--- src/rtl/lzc_norm_pipe.sv ---
// Pipelined leading/trailing zero/one counter with normaliser.
// The run length is counted ahead of the first register stage. The normalising
// shift is applied ahead of the second stage when there is one, and ahead of
// the first stage otherwise. Any further stages only add latency. Valid/ready
// flow control allows one beat per cycle, and empty stages collapse.
module lzc_norm_pipe #(
  parameter int unsigned WIDTH  = 32,
  parameter int unsigned STAGES = 2,
  parameter int unsigned USER_W = 4,
  localparam int unsigned CW    = $clog2(WIDTH) + 1
) (
  input  logic              clk,
  input  logic              rstf,
  input  logic              i_valid,
  output logic              i_ready,
  input  logic [WIDTH-1:0]  i_data,
  input  logic [1:0]        i_mode,
  input  logic [USER_W-1:0] i_user,
  output logic              o_valid,
  input  logic              o_ready,
  output logic [CW-1:0]     o_cnt,
  output logic              o_all,
  output logic [WIDTH-1:0]  o_norm,
  output logic [USER_W-1:0] o_user
);

  typedef enum logic [1:0] {
    MODE_LZ = 2'b00,
    MODE_LO = 2'b01,
    MODE_TZ = 2'b10,
    MODE_TO = 2'b11
  } mode_e;

  // Index of the stage whose input receives the shifted data.
  localparam int unsigned SH = (STAGES >= 2) ? 1 : 0;

  // Run length of the selected bit value, counted from the selected end.
  // The ones modes invert the operand and the trailing modes bit-reverse it,
  // so a single leading-zero scan serves all four modes.
  function automatic logic [CW-1:0] run_len(input logic [WIDTH-1:0] d,
                                            input mode_e m);
    logic [WIDTH-1:0] x;
    logic [WIDTH-1:0] r;
    logic             found;
    logic [CW-1:0]    c;
    x = (m == MODE_LO || m == MODE_TO) ? ~d : d;
    for (int unsigned i = 0; i < WIDTH; i++) r[i] = x[WIDTH-1-i];
    if (m == MODE_TZ || m == MODE_TO) x = r;
    c     = CW'(WIDTH);
    found = 1'b0;
    for (int unsigned i = 0; i < WIDTH; i++) begin
      if (!found && x[WIDTH-1-i]) begin
        c     = CW'(i);
        found = 1'b1;
      end
    end
    return c;
  endfunction

  // Leading modes shift left and trailing modes shift right, both with zero
  // fill. A shift of WIDTH clears the word.
  function automatic logic [WIDTH-1:0] normalise(input logic [WIDTH-1:0] d,
                                                 input mode_e m,
                                                 input logic [CW-1:0] c);
    return (m == MODE_TZ || m == MODE_TO) ? (d >> c) : (d << c);
  endfunction

  // Stage registers.
  logic [STAGES-1:0] st_v;
  logic [STAGES-1:0] st_all;
  logic [WIDTH-1:0]  st_data [STAGES];
  logic [USER_W-1:0] st_user [STAGES];
  logic [CW-1:0]     st_cnt  [STAGES];

  // Values presented to each stage's input.
  logic [STAGES-1:0] nx_v;
  logic [STAGES-1:0] nx_all;
  logic [WIDTH-1:0]  nx_data [STAGES];
  logic [USER_W-1:0] nx_user [STAGES];
  logic [CW-1:0]     nx_cnt  [STAGES];

  logic [STAGES-1:0] load;
  logic              tail_full;
  logic [CW-1:0]     in_cnt;
  mode_e             sh_mode;
  logic [WIDTH-1:0]  sh_data;
  logic [CW-1:0]     sh_cnt;
  logic [WIDTH-1:0]  sh_norm;

  assign in_cnt  = run_len(i_data, mode_e'(i_mode));
  assign sh_norm = normalise(sh_data, sh_mode, sh_cnt);

  // The mode is needed only until the shift. It gets its own register beside
  // stage 0 instead of travelling down every stage.
  if (SH == 1) begin : g_split
    mode_e mid_mode;

    // Capture the mode together with the beat that enters stage 0.
    always_ff @(posedge clk or negedge rstf) begin
      if (!rstf) begin
        mid_mode <= MODE_LZ;
      end else if (load[0] && i_valid) begin
        mid_mode <= mode_e'(i_mode);
      end
    end

    assign sh_mode = mid_mode;
    assign sh_data = st_data[0];
    assign sh_cnt  = st_cnt[0];
  end else begin : g_flat
    assign sh_mode = mode_e'(i_mode);
    assign sh_data = i_data;
    assign sh_cnt  = in_cnt;
  end

  // A stage loads when it is empty or everything downstream of it can move.
  // That is true when o_ready is high or some stage from here to the output
  // is empty.
  always_comb begin
    load      = '0;
    tail_full = 1'b1;
    for (int unsigned k = STAGES; k > 0; k--) begin
      tail_full = tail_full & st_v[k-1];
      load[k-1] = o_ready | ~tail_full;
    end
  end

  assign i_ready = load[0];

  // Build each stage's input: counting ahead of stage 0, shifting ahead of stage SH.
  always_comb begin
    nx_v[0]    = i_valid;
    nx_user[0] = i_user;
    nx_cnt[0]  = in_cnt;
    nx_all[0]  = (in_cnt == CW'(WIDTH));
    nx_data[0] = (SH == 0) ? sh_norm : i_data;
    for (int unsigned k = 1; k < STAGES; k++) begin
      nx_v[k]    = st_v[k-1];
      nx_user[k] = st_user[k-1];
      nx_cnt[k]  = st_cnt[k-1];
      nx_all[k]  = st_all[k-1];
      nx_data[k] = (k == SH) ? sh_norm : st_data[k-1];
    end
  end

  // Advance the pipeline. The payload is written only for valid beats, so a
  // bubble does not disturb the registers.
  always_ff @(posedge clk or negedge rstf) begin
    if (!rstf) begin
      st_v   <= '0;
      st_all <= '0;
      for (int unsigned k = 0; k < STAGES; k++) begin
        st_data[k] <= '0;
        st_user[k] <= '0;
        st_cnt[k]  <= '0;
      end
    end else begin
      for (int unsigned k = 0; k < STAGES; k++) begin
        if (load[k]) begin
          st_v[k] <= nx_v[k];
          if (nx_v[k]) begin
            st_data[k] <= nx_data[k];
            st_user[k] <= nx_user[k];
            st_cnt[k]  <= nx_cnt[k];
            st_all[k]  <= nx_all[k];
          end
        end
      end
    end
  end

  assign o_valid = st_v[STAGES-1];
  assign o_all   = st_all[STAGES-1];
  assign o_cnt   = st_cnt[STAGES-1];
  assign o_norm  = st_data[STAGES-1];
  assign o_user  = st_user[STAGES-1];

endmodule

--- config.mk ---
export PLATFORM = sky130hd
export DESIGN_NAME = lzc_norm_pipe
export DESIGN_NICKNAME = d
export VERILOG_FILES = /design/src/rtl/lzc_norm_pipe.sv
export SDC_FILE = /design/constraint.sdc
export NUM_CORES = 1
export LEC_CHECK = 0
export CAP_MARGIN = 20
export CORE_ASPECT_RATIO = 1.25
export CORE_MARGIN = 4
export CORE_UTILIZATION = 58
export DETAILED_ROUTE_END_ITERATION = 8
export PLACE_DENSITY = 0.91
export SKIP_CTS_REPAIR_TIMING = 1
export SLEW_MARGIN = 20
export SYNTH_ARGS = -nofsm -noshare
export SYNTH_HDL_FRONTEND = slang
export SYNTH_SLANG_ARGS = --single-unit
--- constraint.sdc ---
create_clock -name clk -period 2.9 [get_ports clk]
set_clock_uncertainty 0.05 [all_clocks]
set_input_delay 0.435 -clock clk [delete_from_list [all_inputs] [get_ports clk]]
set_output_delay 0.435 -clock clk [all_outputs]
set_load 0.03 [all_outputs]
==> out/metrics.yaml, run 1 <==
power:
  power_density_nw_per_um2: 648
  p_seq_frac: 0.289
  internal_power_mw: 3.59
  p_switching_mw: 2.64
  clock_power_share: 0.196
  p_leak_nw: 4.14
  ir_drop_uv: 414
  netSwitchingFraction: 0.424
  combPwrFrac: 0.515
floorplan:
  ioPinCount: 87
  die_w_um: 113
  die_h_um: 139
  core_area_sq_um: 13300
  start_util: 0.599
  dieArea_sq_um: 15700
  rows: 47
global_route:
  grt-ovfl-total: 0
  antenna_found_initial: 0
  grt_max_degree: 62
  grt_util_all_layers: 0.313
  grt_pass1_wl_mm: 39.8
  grt_pass1_vias: 7541
synth:
  syn_area_per_cell_sq_um: 8.49
  netlist_instances: 942
  ys_ff_latch: 89
  synth.distinct_cells: 77
  yosysTopAreaCell: "dfrtp_1"
  yosys.area.top_type_share: 0.279
  synth_enable_flop_cells: 0
  ys_top_cells_by_area: "dfrtp_1 28%, mux4_2 14%, mux2i_1 8.0%"
  syn-cell-area_sq_um: 8000
  ys.flop_type: "dfrtp_1"
  async_flop_share: 1.00
  synth_nets: 984
  seq_area_frac_synth: 0.279
  yosys_warnings: 0
placement:
  io_buffers: 86
  placedCellCount: 1194
  gp_congestion: 1.02
  place_hpwl_mm: 18.9
worst_setup_path:
  crit_arrival_ns: 2.86
  path_max_fanout: 22
  end_kind: "register"
  startpoint_type: "register"
  critPathKind: "reg2reg"
  cp_data_required_time_ns: 3.09
  r2r_slack_ns: 0.22
cts:
  cts_tree: "yes"
  root_buffer: "clkbuf_16"
  cts.sinks: 89
  h-tree-depth: 3
  clkTransAtPathRegs_ns: 0.07
  cts_buffer_depth: 2
  clk_latency_ns: 0.36
  cts_made_buffers: 9
routing:
  first_pass_iters: 7
  via_per_inst: 6.67
  drc: 0
  drt_iter0_drc: 859
  routedWlPerCell_um: 20.4
  drt-total-wl_mm: 24.7
  postRouteAntennaNets: 0
  vias: 8071
sta:
  period_share: 0.924
  period_minus_slack_ns: 2.68
  rsz0062_at_grt: "no"
  tightestPinTransition_ns: 0.661
  hold_viol: 0
  setup_viol: 0
  tns_ns: 0
  slew_violations: 0
  timing.fmax_ghz: 0.373
  relSlewSlack: 0.555
finish:
  syn_to_final_growth_pct: 20.2
  antenna_cells: 0
  fin_nets: 1076
  final_cells: 1210
  drive_gt1_frac: 0.178
  utilization: 0.720
job:
  cap_violations: 0
hold_path:
  min_path_type: "in2async"
status:
  status: "completed"
==> layout make-up <==
type	instances	area, sq um
multi-input cells	765	5380
clock buffers	9	225
inverters	11	41.3
flip-flops and latches	89	2230
repair buffers	158	1430
clock inverters	7	87.6
well taps	171	214
fillers	1031	3740
==> final timing paths <==
path / start / depth (start not counted) / to
min in group clk: nx_user[1]$_DFFE_PN0P_ / 2 / nx_user[1]$_DFFE_PN0P_
min reg2reg: nx_user[1]$_DFFE_PN0P_ / 2 / nx_user[1]$_DFFE_PN0P_
min: rstf / 1 / o_norm[7]$_DFFE_PN0P_
max: sh_cnt[1]$_DFFE_PN0P_ / 8 / o_norm[5]$_DFFE_PN0P_
max in group asynchronous: rstf / 2 / sh_data[26]$_DFFE_PN0P_
max reg2reg: sh_cnt[1]$_DFFE_PN0P_ / 8 / o_norm[5]$_DFFE_PN0P_
==> cell usage after synthesis, types with 3 or more instances <==
| master | count |
|---|---|
| nor2b_1 | 5 |
| mux2i_1 | 64 |
| nand2_1 | 168 |
| a2bb2oi_1 | 3 |
| inv_1 | 8 |
| xnor2_1 | 3 |
| buf_4 | 3 |
| mux4_2 | 50 |
| o31ai_1 | 3 |
| nand3_1 | 33 |
| buf_1 | 18 |
| o211ai_1 | 10 |
| and2_1 | 4 |
| and3_1 | 5 |
| nor3_1 | 15 |
| clkbuf_1 | 35 |
| o2bb2ai_1 | 3 |
| a21o_1 | 5 |
| or3_1 | 18 |
| a32oi_1 | 8 |
| a211o_1 | 4 |
| a211oi_1 | 14 |
| o21ai_1 | 11 |
| dfrtp_1 | 89 |
| or3b_2 | 5 |
| a31oi_1 | 9 |
| o221ai_1 | 3 |
| buf_2 | 18 |
| nand2b_1 | 13 |
| o32a_1 | 5 |
| o21ai_0 | 71 |
| mux2_2 | 18 |
| or2_1 | 3 |
| nand3b_1 | 6 |
| o22ai_1 | 6 |
| a221o_1 | 8 |
| nor2_1 | 97 |
| a22oi_1 | 13 |
| a21oi_1 | 38 |
| xor2_1 | 3 |
==> power by group through the flow <==
stage | sequential [mW] | combinational (mW) | clock (mW)
after detailed placement | 1.81 | 3.14 | 0
after global placement | 1.79 | 3.08 | 0
after global routing | 1.84 | 3.40 | 1.28
final | 1.80 | 3.20 | 1.22
after CTS | 1.79 | 3.16 | 1.23
after floorplan | 2.05 | 1.75 | 0
==> kinds of logic (layout without fill, tap and decap cells) <==
family / after synthesis / after routing / synth area share
buffers and inverters: 88 / 185 / 0.0488
DFF: 89 / 89 / 0.279
AOI/OAI and AO/OA: 237 / 237 / 0.194
and+or+nand+nor: 389 / 389 / 0.222
xor gates and xnor gates: 6 / 6 / 0.00657
muxes: 133 / 133 / 0.250
==> sequential cells by signal, summed over array words and instances, names as in the netlist <==
signal,flops
o_user,4
o_norm,32
sh_data,32
o_cnt,6
nx_user,4
st_v,2
st_all,2
g_split.mid_mode,1
sh_cnt,6
==> stage by stage <==
stage          worst slack, ns  hold slack (ns)  cell area, sq um  power [mW]
2_1_floorplan            0.531           0.0894              8000        3.81
3_3_place_gp             0.114            0.385              9290        4.87
3_5_place_dp            0.0439            0.393              9290        4.95
4_1_cts                  0.292           0.0217              9610        6.17
5_1_grt                 0.0932           0.0521              9610        6.52
6_report                 0.221          0.00358              9610        6.22
==> routing by layer <==
| layer | GRT usage | vias up | routed length (um) |
|---|---|---|---|
| li1 | - | 3694 | - |
| met1 | 0.398 | 3823 | 9340 |
| met2 | 0.515 | 468 | 12100 |
| met3 | 0.0460 | 86 | 1870 |
| met4 | 0.168 | 0 | 1330 |
| met5 | 0 | - | 0 |
==> cell usage in the layout, fill, tap and decap left out, drive strengths merged, types with 3 or more instances in the layout <==
cell,instances
o221ai,3
nand3,34
or2,5
and3,5
a221o,8
nand2b,13
a21o,6
mux2i,64
nor4,4
xnor2,3
a2bb2oi,3
nand2,170
or3,18
mux2,18
nand4,3
a22oi,13
a211oi,14
and2,4
nand3b,6
xor2,3
a211o,4
a21oi,39
a32oi,8
nor2,98
clkdlybuf4s50,83
a31oi,9
o21ai,84
o32a,5
inv,13
o2bb2ai,3
o211ai,10
nor2b,5
clkbuf,9
o31ai,4
or3b,5
nor3,16
o22ai,6
buf,75
mux4,51
dfrtp,89
==> critical path, stage by stage, from the launching register on <==
cell	delay, ns
dfrtp_2	0.70
buf_4	0.25
mux2i_1	0.31
a2bb2oi_1	0.45
o221ai_1	0.24
nand2_1	0.12
o41ai_1	0.07
a221oi_1	0.30
nor2_1	0.07
Power figures use the tool's default switching activity.
==> run 2: changes to the inputs <==
--- a/config.mk
+++ b/config.mk
@@ -8,9 +8,10 @@
 export CAP_MARGIN = 20
 export CORE_ASPECT_RATIO = 1.25
 export CORE_MARGIN = 4
-export CORE_UTILIZATION = 58
+export CORE_UTILIZATION = 60
+export CTS_BUF_LIST = sky130_fd_sc_hd__clkbuf_2
 export DETAILED_ROUTE_END_ITERATION = 8
-export PLACE_DENSITY = 0.91
+export PLACE_DENSITY = 0.93
 export SKIP_CTS_REPAIR_TIMING = 1
 export SLEW_MARGIN = 20
 export SYNTH_ARGS = -nofsm -noshare
==> run 2 against run 1 <==
Net effect:
- critical path depth shrank 3
- first-iteration DRC count increased by 8.5%
- clock-buffer cell count increased by 1
- non-clock buffer count shrank 4
- sequential cell count is the same
- sequential share of layout area up 0.64 points
- combinational power about the same
- final area shrank 2.7%
- global-route usage up 1.1 points
- critical endpoint is now o_norm[18]$_DFFE_PN0P_
==> out/metrics.yaml, run 2 (synthesis results as in run 1) <==
status:
  status: "completed"
finish:
  stdcell_area_sq_um: 9350
  final_cell_mix: "167 x nand2_1, 97 x nor2_1, 87 x dfrtp_1, 83 x clkdlybuf4s50_1, 71 x o21ai_0"
  fin_nets: 1072
  drive_gt1_frac: 0.171
  syn_to_final_growth_pct: 16.9
  final_common_cell: "nand2_1"
cts:
  clk_latency_ns: 0.57
  cts.sinks: 89
  h-tree-depth: 3
  cts_made_buffers: 9
  clkTransAtPathRegs_ns: 0.24
  cts_tree: "yes"
  root_buffer: "clkbuf_2"
  cts_buffer_depth: 2
global_route:
  grt_pass1_vias: 7590
  grt_pass1_wl_mm: 39.7
  top_usage_layer: "met2"
  grt-ovfl-total: 0
  use_met2: 0.544
  grtUsageMet3: 0.0571
  grt_util_all_layers: 0.324
  grt_max_degree: 62
  grtUsageMet1: 0.394
  antenna_found_initial: 1
routing:
  vias: 8012
  routedWlPerCell_um: 20.4
  postRouteAntennaNets: 0
  drt_iter0_drc: 932
  via_per_inst: 6.65
  drt-total-wl_mm: 24.5
  first_pass_iters: 7
  drc: 0
hold_path:
  min_path_type: "in2reg"
floorplan:
  die_w_um: 111
  start_util: 0.620
  ioPinCount: 87
  core_area_sq_um: 12900
  die_h_um: 137
  dieArea_sq_um: 15200
  rows: 46
sta:
  period_share: 0.928
  relSlewSlack: 0.529
  hold_viol: 0
  tns_ns: 0
  timing.fmax_ghz: 0.371
  tightestPinTransition_ns: 0.699
  slew_violations: 0
  setup_viol: 0
  period_minus_slack_ns: 2.69
  rsz0062_at_grt: "no"
placement:
  io_buffers: 86
  place_hpwl_mm: 19.0
  place_area_sq_um: 9250
  gp_congestion: 1.03
job:
  cap_violations: 0
worst_setup_path:
  path_max_fanout: 27
  cp_data_required_time_ns: 3.31
  critPathKind: "reg2reg"
  startpoint_type: "register"
  end_kind: "register"
  crit_arrival_ns: 3.10
power:
  power_density_nw_per_um2: 590
  p_leak_nw: 4.03
  ir_drop_uv: 336
==> run 2: cell types whose count changed in the layout (fill, tap and decap cells not counted) <==
| cell | before | now |
|---|---|---|
| clkbuf_2 | 0 | 10 |
| clkbuf_16 | 9 | 0 |
| buf_4 | 70 | 65 |
| clkinv_1 | 1 | 4 |
| inv_8 | 3 | 0 |
| bufinv_16 | 1 | 0 |
| diode_2 | 0 | 1 |
| dlygate4sd3_1 | 0 | 1 |
==> run 2: final timing paths <==
| path | from | cells past startpoint | slack [ns] | endpoint |
|---|---|---|---|---|
| max | sh_cnt[0]$_DFFE_PN0P_ | 5 | 0.21 | o_norm[18]$_DFFE_PN0P_ |
| min | i_user[1] | 3 | 0.30 | nx_user[1]$_DFFE_PN0P_ |
| max reg2reg | sh_cnt[0]$_DFFE_PN0P_ | 5 | 0.21 | o_norm[18]$_DFFE_PN0P_ |
| min reg2reg | nx_user[1]$_DFFE_PN0P_ | 2 | 0.46 | nx_user[1]$_DFFE_PN0P_ |
| max in group asynchronous | rstf | 3 | 1.83 | o_norm[18]$_DFFE_PN0P_ |
| min in group asynchronous | rstf | 2 | 0.34 | o_user[1]$_DFFE_PN0P_ |
==> run 2: worst max-delay path, stage by stage (launching register included) <==
cell and delay, ns:
dfrtp_4 0.78, buf_4 0.26, mux4_2 0.58, mux4_2 0.49, o21ai_0 0.28, o21ai_0 0.12
==> run 2: layer usage <==
metal	part of all wire	wire [um]	vias to the layer above
met1	0.37	9090	3771
met3	0.079	1940	110
met4	0.059	1450	0
li1	-	-	3667
met2	0.49	12000	464
met5	0	0	-
==> run 2: final cells by class <==
type	instances	area (sq um)
sequential	89	2230
multi-input combinational	765	5380
inverter	11	41.3
timing repair buffer	154	1400
clock buffer	10	50.0
fill	1005	3540
clock inverter	6	35.0
antenna	1	2.50
tap	168	210
==> run 2: power by group <==
group	switching (mW)	internal [mW]
Clock	0.419	0.109
Sequential	0.300	1.50
Combinational	1.80	1.39
==> run 2: stage by stage <==
step	total power, mW	instances	worst slack (ns)	utilization	hold slack [ns]
after floorplan	3.81	942	0.531	-	0.0894
after global placement	4.87	1186	0.130	0.718	0.404
after detailed placement	4.95	1186	0.0726	0.718	0.409
after CTS	5.46	1202	0.175	0.724	-0.190
after global routing	5.82	1204	0.0339	0.725	0.293
final	5.52	1204	0.208	0.725	0.304
==> run 3: changes to the inputs <==
--- a/config.mk
+++ b/config.mk
@@ -10,6 +10,7 @@
 export CORE_MARGIN = 4
 export CORE_UTILIZATION = 60
 export CTS_BUF_LIST = sky130_fd_sc_hd__clkbuf_2
+export CTS_CLUSTER_SIZE = 28
 export DETAILED_ROUTE_END_ITERATION = 8
 export PLACE_DENSITY = 0.93
 export SKIP_CTS_REPAIR_TIMING = 1
==> results of run 3 <==
Final layout, timing and power as in run 2 (identical DEF).
